## config.mk

```make
export PLATFORM = sky130hd
export DESIGN_NAME = fp_align_add
export DESIGN_NICKNAME = d
export VERILOG_FILES = /design/src/rtl/fp_align_add.sv
export SDC_FILE = /design/constraint.sdc
export NUM_CORES = 1
export LEC_CHECK = 0
export CAP_MARGIN = 20
export CORE_MARGIN = 2
export CORE_UTILIZATION = 53
export CTS_BUF_LIST = sky130_fd_sc_hd__clkbuf_8
export DETAILED_ROUTE_END_ITERATION = 8
export PLACE_DENSITY = 0.85
export SYNTH_ARGS = -nofsm -noshare
export SYNTH_HDL_FRONTEND = slang
export SYNTH_SLANG_ARGS = --single-unit
```

## constraint.sdc

```tcl
create_clock -name clk -period 4.3 [get_ports clk]
set_clock_uncertainty 0.1 [all_clocks]
set_input_delay 1.075 -clock clk [delete_from_list [all_inputs] [get_ports clk]]
set_output_delay 1.075 -clock clk [all_outputs]
set_load 0.02 [all_outputs]
```

## src/rtl/fp_align_add.sv

```systemverilog
// Mantissa alignment and add/subtract stage ahead of round-to-nearest-even.
// Alignment shifts the smaller operand one bit per cycle, folding shifted-out bits into sticky.
module fp_align_add #(
  parameter int DATA_W = 24,
  parameter int EXP_W  = 8
) (
  input  logic                clk,
  input  logic                rst_n,
  input  logic                start,
  input  logic                op_a_sign,
  input  logic [EXP_W-1:0]    op_a_exp,
  input  logic [DATA_W-1:0]   op_a_man,
  input  logic                op_b_sign,
  input  logic [EXP_W-1:0]    op_b_exp,
  input  logic [DATA_W-1:0]   op_b_man,
  input  logic                sub,
  output logic                busy,
  output logic                done,
  output logic                sign_o,
  output logic [EXP_W-1:0]    exponent_o,
  output logic [DATA_W+2:0]   mantissa_o
);

  localparam int MW = DATA_W + 3;

  typedef enum logic [2:0] {IDLE, SWAP, ALIGN, ADD, FIX} state_t;

  state_t state, state_nxt;

  logic             a_sign, b_sign;
  logic [EXP_W-1:0] a_exp, b_exp, diff;
  logic [MW-1:0]    a_man, b_man;
  logic [MW:0]      sum;

  logic             swap;
  logic             hi_sign, lo_sign;
  logic [EXP_W-1:0] hi_exp, lo_exp, swap_diff;
  logic [MW-1:0]    hi_man, lo_man;
  logic             far;

  // Operand ordering by {exp, man}; ties keep A in place
  always_comb begin
    swap      = {b_exp, b_man} > {a_exp, a_man};
    hi_sign   = swap ? b_sign : a_sign;
    hi_exp    = swap ? b_exp  : a_exp;
    hi_man    = swap ? b_man  : a_man;
    lo_sign   = swap ? a_sign : b_sign;
    lo_exp    = swap ? a_exp  : b_exp;
    lo_man    = swap ? a_man  : b_man;
    swap_diff = hi_exp - lo_exp;
    far       = 32'(swap_diff) >= 32'(MW);
  end

  always_ff @(posedge clk or negedge rst_n) begin
    if (!rst_n) state <= IDLE;
    else        state <= state_nxt;
  end

  always_comb begin
    state_nxt = state;
    case (state)
      IDLE:    if (start) state_nxt = SWAP;
      SWAP:    state_nxt = (far || swap_diff == '0) ? ADD : ALIGN;
      ALIGN:   if (diff == EXP_W'(1)) state_nxt = ADD;
      ADD:     state_nxt = FIX;
      FIX:     state_nxt = IDLE;
      default: state_nxt = IDLE;
    endcase
  end

  always_ff @(posedge clk or negedge rst_n) begin
    if (!rst_n) begin
      a_sign     <= 1'b0;
      a_exp      <= '0;
      a_man      <= '0;
      b_sign     <= 1'b0;
      b_exp      <= '0;
      b_man      <= '0;
      diff       <= '0;
      sum        <= '0;
      busy       <= 1'b0;
      done       <= 1'b0;
      sign_o     <= 1'b0;
      exponent_o <= '0;
      mantissa_o <= '0;
    end else begin
      done <= 1'b0;
      case (state)
        IDLE: if (start) begin
          a_sign <= op_a_sign;
          a_exp  <= op_a_exp;
          a_man  <= {op_a_man, 3'b000};
          b_sign <= op_b_sign ^ sub;
          b_exp  <= op_b_exp;
          b_man  <= {op_b_man, 3'b000};
          busy   <= 1'b1;
        end
        SWAP: begin
          a_sign <= hi_sign;
          a_exp  <= hi_exp;
          a_man  <= hi_man;
          b_sign <= lo_sign;
          b_exp  <= lo_exp;
          b_man  <= far ? {{(MW-1){1'b0}}, |lo_man} : lo_man;
          diff   <= swap_diff;
        end
        ALIGN: begin
          b_man <= {1'b0, b_man[MW-1:2], b_man[1] | b_man[0]};
          diff  <= diff - 1'b1;
        end
        ADD: begin
          sum <= (a_sign == b_sign) ? {1'b0, a_man} + {1'b0, b_man}
                                    : {1'b0, a_man} - {1'b0, b_man};
        end
        FIX: begin
          done <= 1'b1;
          busy <= 1'b0;
          if (sum[MW]) begin
            sign_o     <= a_sign;
            exponent_o <= (a_exp == '1) ? '1 : a_exp + 1'b1;
            mantissa_o <= {sum[MW:2], sum[1] | sum[0]};
          end else if (sum == '0) begin
            sign_o     <= 1'b0;
            exponent_o <= '0;
            mantissa_o <= '0;
          end else begin
            sign_o     <= a_sign;
            exponent_o <= a_exp;
            mantissa_o <= sum[MW-1:0];
          end
        end
        default: ;
      endcase
    end
  end

endmodule

```

==> results.cfg <==
[grt]
grt_pass1_wl_um = 48000
antenna_found_initial = 0
grt-ovfl-total = 0
grt_max_degree = 101
grt_use_total_pct = 30.6
grt_pass1_vias = 9410

[placement]
place_hpwl_um = 21100
portBuffers = 107
place_ws_ns = -0.263
finalWeightedCongestion = 1.00

[sta]
max_freq_mhz = 224
fin_crit_ns = 4.46
fin_crit_sh_pct = 104
worst_pin_slew_ns = 0.966
setup_viol = 27
slew_headroom_pct = 35.6
finalHoldViolCount = 0
setup_ws_ns = -0.157
final_max_slew_viol_count = 0

[status]
violations = setup timing
status = finished, violations left

[worst_setup_path]
critical-path-top-cell-by-count = buf_4
arrival_ns = 4.70
r2r_cells = 18
rr_endpoint = b_man[23]
reg2reg_setup_slack_ns = -0.16
crit_chain = ha_1 > nand4_1 > and4bb_2 > o2111ai_4 > o311ai_4 > o31ai_4 > buf_4 > mux2i_4 > ha_2 > and3_1 > a211oi_2 > xnor2_1 > o211ai_1 > nand4_4 > buf_8 > o21bai_4 > buf_4 > a221o_1
critPathRequiredTime_ns = 4.54
end_kind = flop
crit_fanout = 7
cpPeakStageDelay_ns = 0.44
slowest_stage = and4bb_2
crit_path_start_kind = flop
worst-setup-path-type = reg2reg

[synthesis]
synth_edf_count = 0
postSynthAreaPerCell_um2 = 8.73
synthCells = 1120
synthDistinctLibCells = 77
synth_area_um2 = 9780
synth_nets = 1258
yosysSeqAreaShare_pct = 38.1
async_flop_share_pct = 100
ys_top_cells_by_count = dfrtp_1, nand2_1, nor2_1
synth.most_common_cell = dfrtp_1
yosys.area.top_type_share_pct = 38.1
synth_warnings = 0
synth_area_leader_cell = dfrtp_1
ys_top_cells_by_area = dfrtp_1, ha_1, nand2_1
ys.flop_type = dfrtp_1
ys_ff_latch = 149

[floorplanning]
start_util_pct = 54.3
fp.dieW_um = 140
core_um2 = 18000
pin_count = 108
num_rows = 49
die_height_um = 140
dieArea_um2 = 19600

[layout]
antenna_cells = 0
multi_input_area_um2 = 5880
layout-drive-gt1-share_pct = 16.8
n_fill_cell = 1293
syn_to_final_growth_pct = 29.8
layout.nets = 1459
regArea_um2 = 3730
fin_util_pct = 70.4

[hold_path]
hold_path.class = reg2reg
hold_end = exponent_o[5]
holdPathStages = 1
worstHoldStart = exponent_o[5]

[clock_tree]
ctsHoldBuffers = 0
cts_buffers = 17
clkLatencyLatePin_ns = 0.46
cts_tree = yes
clock_sinks = 149
clockBufferDepth = 2
path_clk_slew_ns = 0.09
cts-root-buf = clkbuf_8
htree_levels = 4

[drt]
wire_per_inst_um = 20.0
drt_iter0_markers = 1253
viasPerCell = 6.35
drc = 0
dr.pass1.iters = 6
wl_um = 31300
vias = 9914
ant_nets = 0

[job]
maxCapViolations = 0
==> kinds of logic (layout without fill, tap and decap cells) <==
group	Yosys count	in the layout	synth area share [%]
mux	33	33	3.52
buf+inv	116	326	4.83
fa+ha+maj	68	68	8.77
compound gates	322	323	22.1
xor+xnor	56	56	5.09
simple gates	376	377	17.5
flops	149	149	38.1
==> worst max-delay path: cells and delay by family (launching register included) <==
kind            cells  cell delay, ns
compound gates      7            1.37
xor+xnor            1            0.19
simple gates        4            1.02
flops               1            0.42
buf+inv             3            0.50
mux                 1            0.19
fa+ha+maj           2            0.54
==> how the worst max path moves through the flow <==
stage | to | slack [ns] | startpoint
final | b_man[23] | -0.16 | flop
after floorplan | sum[26] | 0.12 | b_sign
after global placement | b_man[11] | -0.09 | b_man[4]
after CTS | b_man[23] | 0.03 | a_exp[1]
after global routing | b_man[23] | -0.20 | flop
after detailed placement | b_man[23] | -0.26 | b_man[4]
==> layout by cell type (no fill, tap or decap), types with 5 or more instances in the layout <==
master           netlist  final
a31oi_1               27     27
nand2b_1              14     14
o211ai_1              11     11
inv_1                 54     53
xnor2_1               32     32
nor4_1                17     16
dfrtp_1              149    145
a21oi_1               86     83
o21bai_1               6      6
ha_1                  67     58
nand3_1               15     15
a21o_1                10     10
xor2_1                23     23
a22oi_1               37     37
clkbuf_8               0     20
bufinv_16              0      5
o31ai_1               10      7
o21ai_1                5      6
mux2i_1               31     31
and3_1                 5      5
o41ai_1                6      5
o21ai_0               59     58
ha_4                   0      7
and4_1                 6      5
clkdlybuf4s50_1        0    106
buf_4                  3    129
nor3_1                19     15
or3_1                  5      5
nor2_1               117    116
nand4_1               10     10
a221o_1               26     26
nand2_1              143    142
nor3_2                 1      5
==> metal layers <==
layer | track usage (%) | routed length [um] | vias up
li1 | - | - | 4461
met1 | 41.9 | 12200 | 4561
met2 | 46.2 | 13900 | 730
met3 | 6.40 | 3460 | 162
met4 | 15.2 | 1800 | 0
met5 | 0 | 0 | -
==> cell type report <==
type                            count  area share, %
Multi-Input combinational cell    857           46.3
Sequential cell                   149           29.4
Timing Repair Buffer              241           16.8
Tap cell                          229           2.26
Clock buffer                       20           2.17
Inverter                           55           1.63
Clock inverter                     10           1.42
==> timing repair <==
item | CTS | global route
pin swaps | 5 | 19
cloned | 1 | 1
endpoints found under the setup margin | 27 | 39
setup buffers | 8 | 16
resized for setup | 8 | 44
==> state kept, by name (all words and copies together), names as in the netlist, named ones only <==
signal	count
a_exp	7
a_man	27
a_sign	1
b_exp	7
b_man	27
b_sign	1
busy	1
diff	8
done	1
exponent_o	8
mantissa_o	27
sign_o	1
state	3
sum	28
==> metrics by stage <==
stage,cell area [um^2],TNS [ns],hold WS [ns],instances
after floorplan,9780,0,0.372,1120
after global placement,11700,-2.07,0.365,1505
after detailed placement,11700,-5.98,0.368,1505
after CTS,12300,0,0.389,1544
after global routing,12700,-4.88,0.412,1561
final,12700,-3.00,0.384,1561
Power is not shown: default switching activity piles up to over one toggle a cycle in this logic, so the estimate is an artifact.
